`src/rtl/fetch_unit.sv`:
```
// Instruction fetch stage: owns the PC, issues one request per instruction
// to a variable-latency instruction memory, holds the fetched word until the
// core retires it, then steps to PC+4 or the ALU target. A trap is raised on
// an illegal instruction or a target that is not word-aligned.
//
// state   | meaning
// --------+-----------------------------------------------------------
// S_IDLE  | post-reset bubble, no request
// S_FETCH | request strobe high for one cycle, address = o_pc
// S_WAIT  | waiting for rvalid, address held
// S_READY | instruction held and valid, waiting for retire
// S_FAULT | sticky trap, only reset leaves

module fetch_unit #(
    parameter logic [31:0] RESET_PC = 32'h0000_0000
) (
    input  logic        i_clk,
    input  logic        i_reset,
    output logic        o_imem_req,
    output logic [31:0] o_imem_addr,
    input  logic        i_imem_rvalid,
    input  logic [31:0] i_imem_rdata,
    output logic [31:0] o_pc,
    output logic [31:0] o_pc_four,
    output logic [31:0] o_instr,
    output logic        o_instr_vld,
    input  logic        i_retire,
    input  logic        i_insn_vld,
    input  logic        i_pc_sel,
    input  logic [31:0] i_alu_data,
    output logic        o_fault,
    output logic [31:0] o_fault_pc,
    output logic [31:0] o_instret
);

    localparam logic [31:0] NOP = 32'h0000_0013;

    typedef enum logic [2:0] {
        S_IDLE,
        S_FETCH,
        S_WAIT,
        S_READY,
        S_FAULT
    } state_t;

    state_t      state;
    logic [31:0] next_pc;
    logic        trap;

    // Sequential successor wraps modulo 2^32.
    assign o_pc_four = o_pc + 32'd4;

    // JALR clears bit 0 of the target; bit 1 set means a misaligned target.
    assign next_pc = i_pc_sel ? (i_alu_data & 32'hFFFF_FFFE) : o_pc_four;
    assign trap    = !i_insn_vld || next_pc[1];

    // Status outputs decode directly from the state register.
    assign o_imem_req  = (state == S_FETCH);
    assign o_instr_vld = (state == S_READY);
    assign o_fault     = (state == S_FAULT);
    assign o_imem_addr = o_pc;

    // Fetch sequencing, PC update on retire and trap capture.
    always_ff @(posedge i_clk or posedge i_reset) begin
        if (i_reset) begin
            state      <= S_IDLE;
            o_pc       <= RESET_PC;
            o_instr    <= NOP;
            o_fault_pc <= '0;
            o_instret  <= '0;
        end else begin
            case (state)
                S_IDLE: begin
                    state <= S_FETCH;
                end
                S_FETCH: begin
                    state <= S_WAIT;
                end
                S_WAIT: begin
                    if (i_imem_rvalid) begin
                        o_instr <= i_imem_rdata;
                        state   <= S_READY;
                    end
                end
                S_READY: begin
                    if (i_retire) begin
                        if (trap) begin
                            o_fault_pc <= o_pc;
                            state      <= S_FAULT;
                        end else begin
                            o_pc      <= next_pc;
                            o_instret <= o_instret + 32'd1;
                            state     <= S_FETCH;
                        end
                    end
                end
                S_FAULT: begin
                    state <= S_FAULT;
                end
                default: begin
                    state <= S_IDLE;
                end
            endcase
        end
    end

endmodule

```
`config.mk`:
```
export PLATFORM = sky130hd
export DESIGN_NAME = fetch_unit
export DESIGN_NICKNAME = d
export VERILOG_FILES = /design/src/rtl/fetch_unit.sv
export SDC_FILE = /design/constraint.sdc
export NUM_CORES = 1
export LEC_CHECK = 0
export ABC_AREA = 1
export BUFFER_PORTS_ARGS = -buffer_cell sky130_fd_sc_hd__clkbuf_2
export CAP_MARGIN = 5
export CORE_MARGIN = 2
export CORE_UTILIZATION = 43
export DETAILED_ROUTE_END_ITERATION = 7
export GPL_TIMING_DRIVEN = 0
export PLACE_DENSITY_LB_ADDON = 0.12
export RECOVER_POWER = 100
export SLEW_MARGIN = 20
export SYNTH_ARGS = -nofsm -noshare
export SYNTH_HDL_FRONTEND = slang
export SYNTH_SLANG_ARGS = --single-unit
```
`constraint.sdc`:
```
create_clock -name i_clk -period 4.7 [get_ports i_clk]
set_input_delay 0.235 -clock i_clk [delete_from_list [all_inputs] [get_ports i_clk]]
set_output_delay 0.235 -clock i_clk [all_outputs]
set_load 0.01 [all_outputs]
```
== Word-level counts from Yosys, hierarchy flattened ==
Cells that the tools add are included.

* Bits in registers: 131
* Latch bits: 0
* RAM bits: 0
* Memory bits (read-only): 0
* Output and inout bits: 195
* Word-level logic and storage cells: 26
* Memories: 0

* Add/subtract/negate cells: 2
* Multipliers: 0
* Divide/modulo/power cells: 0
* Magnitude comparators: 0
* Eq/ne operators: 6
* Shift-type cells: 0
* Multiplexer cells: 5
* Bitwise operators: 1
* Reductions and logical operators: 7

{| class="wikitable"
|+ Operator list
! operator !! number
|-
| 32-bit by 1-bit adder with 32-bit output (second input constant) || 1
|-
| 32-bit by 3-bit adder with 32-bit output (second input constant) || 1
|-
| 32-bit two-way mux || 1
|-
| 3-bit one-hot mux with 5 select lines || 1
|-
| 3-bit two-way mux || 3
|-
| 3-bit by 2-bit == test with 1-bit output (second input constant) || 2
|-
| 3-bit AND reduction || 2
|-
| 2-bit AND reduction || 2
|-
| 3-bit by 1-bit == test with 1-bit output (second input constant) || 1
|-
| 3-bit == test (second input constant) || 1
|-
| 3-bit zero test || 1
|-
| 2-bit by 1-bit inequality test with 1-bit output (second input constant) || 1
|-
| 2-bit inequality test (second input constant) || 1
|-
| 1-bit zero test || 1
|-
| 1-bit logical OR || 1
|-
| 1-bit inverter || 1
|}

== Logic depth before layout (Yosys ltp) ==
Gate-level depths: netlist of the first run.

* Word-level depth: 6
* Gate-level depth with buffers: 11
* Depth with buffers taken out: 10

== Worst setup path after synthesis of the first run ==
No wires, ideal clock.

* Path kind: register to output
* Start: register o_pc[3], in the netlist o_imem_addr[3]
* End: output port o_pc_four[18]
* Data arrival time: 1.407 ns
* Required time: 4.465 ns
* Path slack: 3.058 ns
* Cell stages (with the launch flop): 8
* Path buffers: 0
* Cell sequence: dfrtp_1 -> ha_1 -> nand2_1 -> nor2_2 -> nand2_2 -> nor2_4 -> nand2_1 -> and2_1

* Longest elaborated chain between the ends: 1

{| class="wikitable"
|+ Ends and longest elaborated chain
! what !! line !! source
|-
| from (decl) || 23 || <nowiki>output logic [31:0] o_pc,</nowiki>
|-
| from (signal assigned) || 91 || <nowiki>o_pc <= next_pc;</nowiki>
|-
| 32-bit by 3-bit adder with 32-bit output || 51 || <nowiki>assign o_pc_four = o_pc + 32'd4;</nowiki>
|-
| to (decl) || 24 || <nowiki>output logic [31:0] o_pc_four,</nowiki>
|}

No other way between the ends.

== Worst setup path after layout of the first run ==
* Start: register o_pc[3], in the netlist o_imem_addr[3]
* End: output port o_pc_four[20]

Same word-level chain as after synthesis.

==> metrics, run 1 <==
CTS resizes=0; Hold Crit Class=input pin to flop; crit-path cells=ha_1 > nand2_1 > nor2_1 > nand2_1 > nor2_1 > nand3_1 > nand2_1 > clkbuf_1; clock power share=23.2%; Yosys cell types=38; number of I/O pins=265; Final setup viols=0; Initial Util=44.1%; synth warn=0; total track usage=24.7%; Placeable Area=15900 um2; antenna violations before repair=0; DP Area=8650 um2; Pwr Density=618 nW/um2; NetSw=2.27 mW; sequential fraction of the synthesis area=45.9%; Layout area overhead=26.2%; Rows=46; slowest stage cell, crit path=nor2_1; post-route ant nets=0; Fmax=0.351 GHz; Leak=4.33 nW; Die W=132 um; slew margin rel.=-72.3%; most used cell, CP=nand2_1; CTS tree=yes; Flop pwr share=35.9%; placed cell count=1358; Pre-antenna DRT Iters=5; Fin. Hold Viols=0; worst skew pair latency=0.42 ns; Critical Path End Type=primary output; first-pass GRT wire length=33.8 mm; TritonCTS Buffers=17; area occupied by multi-input gates=3020 um2; fin cells=1391; CTS root buf=clkbuf_16; busiest grt layer=met2; Fillers=1635; DRC viols=0; failing checks=capacitance limit, slew limit; period utilisation layout=60.7%; vias in the first global route=6279; cells after synthesis=879; Clock Path Buffers=2; clock sinks=129; crit path max fanout=7; Critical path buffers and inverters=1; CP peak stage delay=0.49 ns; IR drop worst, VDD=0.000269 V; Critical Path RT=4.47 ns; Die Area=17400 um2; GPL Wtd Cong=0.944; Nets=1234; DP HPWL=16.0 mm; instance count on the critical path=8; routing usage on met1=33.0%; cell depth of the worst hold path=2; drt total wl=21.3 mm; largest net degree at the start of global routing=77; Gate power share=40.9%; diode count=0; Switching Share=41.4%; vias per cell=4.85; GR Util met2=40.6%; Reg area=3230 um2; Starting DRT DRC Count=413; RSZ-0062 raised after global routing=no; clk slew on worst S/H paths=0.06 ns; met3 Use GR=5.38%; share of layout cells above drive strength 1=20.0%; Critical Path AT=2.62 ns; CP top delay family=simple AND/OR/NAND/NOR gates; P_int=3.22 mW; Die Height=132 um; fin area=8880 um2; Via Count=6742; H-tree Lvls=4; Final min period=2.85 ns; worst slew pin tran=2.57 ns; status=finished, violations left; Avg Inst Size Synth=8.01 um2; skew final=0.0102 ns; Cell Area, Synth=7040 um2; synthesized flop and latch total=129; Max Transition Viols Final=54; crit path kind=flop to primary output; Overflow after GRT=0; CP Launch Type=flop; DR WL/cell=15.3 um; # port buffers=259; R2R depth=10; Max-Cap Viols=1
[Yosys cell counts]
cell | instances | share of area (%)
mux2_1 | 5 | 0.80
ha_1 | 2 | 0.36
xnor2_1 | 6 | 0.75
mux2_2 | 32 | 5.1
a21oi_1 | 25 | 1.8
buf_8 | 1 | 0.21
and2_1 | 8 | 0.71
nor2_8 | 1 | 0.28
nor3_1 | 2 | 0.14
nand4_1 | 2 | 0.18
nand3_1 | 49 | 3.5
nand4_2 | 1 | 0.18
dfstp_2 | 3 | 1.1
nor3_2 | 1 | 0.14
clkbuf_1 | 5 | 0.27
a22oi_1 | 2 | 0.21
nor2_2 | 7 | 0.62
or3b_2 | 1 | 0.12
buf_2 | 11 | 0.78
nor2_1 | 117 | 6.2
buf_4 | 39 | 4.2
inv_2 | 4 | 0.21
nand2_2 | 5 | 0.44
nand2_4 | 2 | 0.32
and3_1 | 1 | 0.089
dfrtp_1 | 126 | 45
conb_1 | 1 | 0.053
buf_6 | 4 | 0.64
nand3_2 | 2 | 0.28
o22ai_1 | 1 | 0.089
nor2_4 | 9 | 1.4
xor2_1 | 17 | 2.1
o21ai_1 | 2 | 0.14
inv_1 | 61 | 3.3
a31oi_1 | 2 | 0.18
nand2_1 | 275 | 15
nand3b_1 | 7 | 0.75
o21ai_0 | 40 | 2.8
[flip-flops by register name, indices dropped and copies added, names as in the netlist]
signal / count
o_fault_pc: 31
state: 3
o_instret: 32
o_instr: 32
o_imem_addr: 31
[power by group through the flow]
stage / Clock [mW] / Sequential (mW) / Combinational (mW)
global route: 1.35 / 2.04 / 2.48
CTS: 1.30 / 1.97 / 2.44
global placement: 0 / 1.98 / 2.41
finish: 1.27 / 1.97 / 2.24
detailed placement: 0 / 1.99 / 2.43
floorplan: 0 / 2.09 / 1.26
[repair_timing]
| action | in CTS | in global routing |
|---|---|---|
| hold buffers | 1 | 0 |
| buffers inserted | 0 | 0 |
| endpoints found under the setup margin | 0 | 0 |
| endpoints found under the hold margin | 53 | 0 |
[per-stage QoR]
step	utilization, %	hold slack, ns	TNS [ns]	power [mW]	setup WS, ns
finish	55.7	0.0189	0	5.49	1.85
global route	55.7	0.0167	0	5.87	1.66
CTS	57.9	0.00713	0	5.72	2.22
detailed placement	54.3	0.285	0	4.42	2.68
global placement	54.0	0.451	-86.79	4.38	-0.698
floorplan	-	0.367	0	3.35	1.03
[metal layers]
metal  share of wire (%)  up-vias
met5                   0        -
met4                 1.3        0
li1                    -     3308
met2                  47      260
met1                  45     3152
met3                 7.1       22
[kinds of logic after synthesis]
group | Yosys count | share of synthesized area (%)
fa+ha+maj | 2 | 0.356
flops | 129 | 45.9
mux | 37 | 5.92
other cells | 1 | 0.0533
simple gates | 490 | 30.1
buf+inv | 125 | 9.53
compound gates | 72 | 5.25
xor+xnor | 23 | 2.86
[path summary, 6_finish.rpt]
kind | start | endpoint | slack (ns)
setup / recovery | o_imem_addr[3]$_DFFE_PP0P_ | o_pc_four[20] | 1.85
hold / removal | i_imem_rdata[12] | o_instr[12]$_DFFE_PP0P_ | 0.02
setup reg to reg | o_imem_addr[3]$_DFFE_PP0P_ | o_imem_addr[20]$_DFFE_PP0P_ | 2.43
hold reg to reg | o_fault_pc[17]$_DFFE_PP0P_ | o_fault_pc[17]$_DFFE_PP0P_ | 0.48
max in group asynchronous | i_reset | o_instr[4]$_DFFE_PP1P_ | 2.44
min in group asynchronous | i_reset | o_instr[14]$_DFFE_PP0P_ | 1.07
[cell type report]
cell class | count | share of cell area [%]
buffer | 60 | 4.31
clock buffer | 18 | 4.95
clock inverter | 14 | 1.51
inverter | 65 | 2.76
multi-input combinational | 628 | 34.1
sequential | 129 | 36.4
tap | 216 | 3.04
timing repair buffer | 261 | 13.0
[layout by cell type, fill, tap and decap left out, types with 4 or more instances in the layout]
cell type	count
mux2_2	32
xnor2_1	6
nor2_1	130
nand2_1	279
xor2_1	17
inv_1	62
dfrtp_1	126
nand3_1	51
a21oi_1	25
clkinv_4	6
clkbuf_4	32
clkbuf_2	114
buf_4	5
clkbuf_16	17
clkbuf_1	163
and2_0	5
mux2_1	5
conb_1	4
o21ai_0	42
nand3b_1	7
No activity file was read; power rests on OpenSTA's default activity.
==> run 2, diff against run 1 <==
clock period = 2.61 ns   (was 4.7 ns; I/O delays follow)
==> run 2 against run 1 <==
Net effect: the flow now finishes without violations; worst setup slack worse by 1.7 ns; final cell count is 2.9% higher; power increased by 85%; sequential power rose by 81%; highest routed layer unchanged; first-iteration DRC count is 1.2% lower.
==> metrics, run 2 (same netlist as run 1, synthesis figures left out) <==
Flop pwr share=35.3% (-0.6 points); NetSw=4.20 mW (+85%); worst skew pair latency=0.42 ns (about the same); Clock Path Buffers=2 (unchanged); period utilisation layout=92.4%; CP Launch Type=flop; crit path max fanout=7 (unchanged); post-route ant nets=0 (unchanged); number of I/O pins=265 (unchanged); Max-Cap Viols=0 (-1); GPL Wtd Cong=0.889 (-5.8%); slowest stage cell, crit path=dfrtp_1; leading cell type in the layout, fill and taps excluded=nand2_1; placed cell count=1361 (+0.22%); Critical Path AT=2.28 ns (-0.34 ns); Pre-antenna DRT Iters=5 (unchanged); Final min period=2.41 ns; Starting DRT DRC Count=408 (-1.2%); share of layout cells above drive strength 1=20.2% (+0.16 points); DR WL/cell=15.5 um (+0.92%); CTS tree=yes; clock power share=24.0% (+0.8 points); vias per cell=4.81 (-0.85%); RSZ-0062 raised after global routing=no; clock sinks=129 (unchanged); Max Transition Viols Final=0 (-100%); Critical Path End Type=primary output; skew final=0.0107 ns (+0.000473 ns); largest net degree at the start of global routing=34 (-56%); crit path kind=flop to primary output; worst slew pin tran=1.22 ns (-1.35 ns); H-tree Lvls=4 (unchanged); Final TNS setup=0 ns (unchanged); status=completed; Gate power share=40.8% (about the same); # port buffers=259 (unchanged); CTS root buf=clkbuf_16; Hold Crit Class=input pin to flop; crit-path cells=ha_1 > nand2_1 > nor2_2 > nand2_2 > nor2_2 > nand3_1 > nand2_1 > clkbuf_1; DP HPWL=16.3 mm (+2.0%); drt total wl=22.2 mm (+3.8%); Fillers=1610 (-1.5%); P_int=5.92 mW (+84%); total track usage=25.3% (+0.60 points); Pwr Density=1090 nW/um2 (+76%); Final setup viols=0 (unchanged); diode count=0 (unchanged); slew margin rel.=18.1% (+90 points); Hold WS=0.00958 ns (-0.00935 ns); Layout area overhead=32.5%; most frequent cells in the layout=277 x nand2_1, 163 x clkbuf_1, 126 x dfrtp_1; Fin. Hold Viols=0 (unchanged); TritonCTS Buffers=17 (unchanged); Fmax=0.415 GHz; clk slew on worst S/H paths=0.06 ns (about the same); vias in the first global route=6467 (+3.0%); Largest regs=o_instr: 32 flops, o_instret: 32 flops; Die W=132 um (unchanged); Via Count=6877 (+2.0%); Leak=4.52 nW (+4.4%); Overflow after GRT=0 (unchanged); Die Height=132 um (unchanged); Critical path buffers and inverters=1 (unchanged); antenna violations before repair=0 (unchanged); fin cells=1431 (+2.9%); Switching Share=41.5% (+0.13 points); CP top delay family=simple AND/OR/NAND/NOR gates; DRC viols=0 (unchanged); Placeable Area=15900 um2 (unchanged); Nets=1274 (+3.2%); Initial Util=44.1% (unchanged); first-pass GRT wire length=34.8 mm (+3.0%); Critical Path RT=2.48 ns (-1.99 ns); Rows=46 (unchanged); IR drop worst, VDD=0.000502 V (+86%); CP peak stage delay=0.44 ns (-0.05 ns); CTS resizes=0 (unchanged); Die Area=17400 um2 (unchanged)
## run 2: changes by cell type in the layout (fill, tap and decap cells not counted), moves of 2 or more
cell           before  now
nor2_1            130  125
buf_4               5    7
clkinv_4            6    1
inv_6               3    8
dlygate4sd3_1       1   38
nor2_2              3    7
nand2_1           279  277
## run 2: what timing repair did
item	in CTS	in global routing
hold buffers	38	0
hold endpoints to repair	59	0
buffers inserted	0	0
## run 2: per-layer routing
metal / GRT usage [%] / part of all wire [%] / vias up
li1: - / - / 3381
met1: 34.0 / 45 / 3200
met2: 40.8 / 46 / 273
met3: 6.54 / 7.3 / 23
met4: 6.76 / 1.4 / 0
met5: 0 / 0 / -
## run 2: through the flow
stage | worst slack [ns] | area [um2] | power (mW) | utilization (%)
2_1_floorplan | 0.887 | 7050 | 6.04 | -
3_5_place_dp | 0.699 | 8710 | 7.98 | 54.6
5_1_grt | 0.0772 | 9320 | 10.8 | 58.5
3_3_place_gp | -0.0560 | 8620 | 7.88 | 54.1
6_report | 0.197 | 9320 | 10.1 | 58.5
4_1_cts | 0.247 | 9680 | 10.5 | 60.7
## run 2: final timing paths
| path | from | to | slack [ns] | depth (start not counted) |
|---|---|---|---|---|
| min in group asynchronous | i_reset | o_instr[13]$_DFFE_PP0P_ | 0.50 | 3 |
| max in group asynchronous | i_reset | o_fault_pc[9]$_DFFE_PP0P_ | 0.48 | 6 |
| worst max-delay path | o_imem_addr[3]$_DFFE_PP0P_ | o_pc_four[20] | 0.20 | 8 |
| worst min register to register | o_fault_pc[29]$_DFFE_PP0P_ | o_fault_pc[29]$_DFFE_PP0P_ | 0.48 | 2 |
| worst max register to register | o_imem_addr[1]$_DFFE_PP0P_ | o_imem_addr[10]$_DFFE_PP0P_ | 0.40 | 7 |
| worst min-delay path | i_retire | state[0]$_DFFE_PP0P_ | 0.01 | 4 |
## run 2: worst reg2reg max path, stage by stage, from the launching register on
cell and delay [ns]:
dfrtp_1 0.45, nand2_1 0.08, nand3_1 0.10, clkinv_1 0.10
nand2_1 0.14, clkbuf_1 0.43, clkbuf_1 0.57, a22oi_1 0.19
## run 2: power by group through the flow
stage | clock, mW | combinational [mW] | sequential, mW
final | 2.43 | 4.13 | 3.57
after global routing | 2.56 | 4.55 | 3.68
after detailed placement | 0 | 4.39 | 3.60
after global placement | 0 | 4.32 | 3.57
after floorplan | 0 | 2.27 | 3.77
after CTS | 2.47 | 4.45 | 3.56
## run 2: area by class of cell
| type | instances | area (um2) | area share (%) |
|---|---|---|---|
| Sequential cell | 129 | 3230 | 34.7 |
| Multi-Input combinational cell | 628 | 3050 | 32.7 |
| Timing Repair Buffer | 301 | 1550 | 16.6 |
| Clock buffer | 17 | 425 | 4.56 |
| Buffer | 60 | 379 | 4.07 |
| Tap cell | 216 | 270 | 2.90 |
| Inverter | 65 | 245 | 2.63 |
| Clock inverter | 15 | 170 | 1.83 |
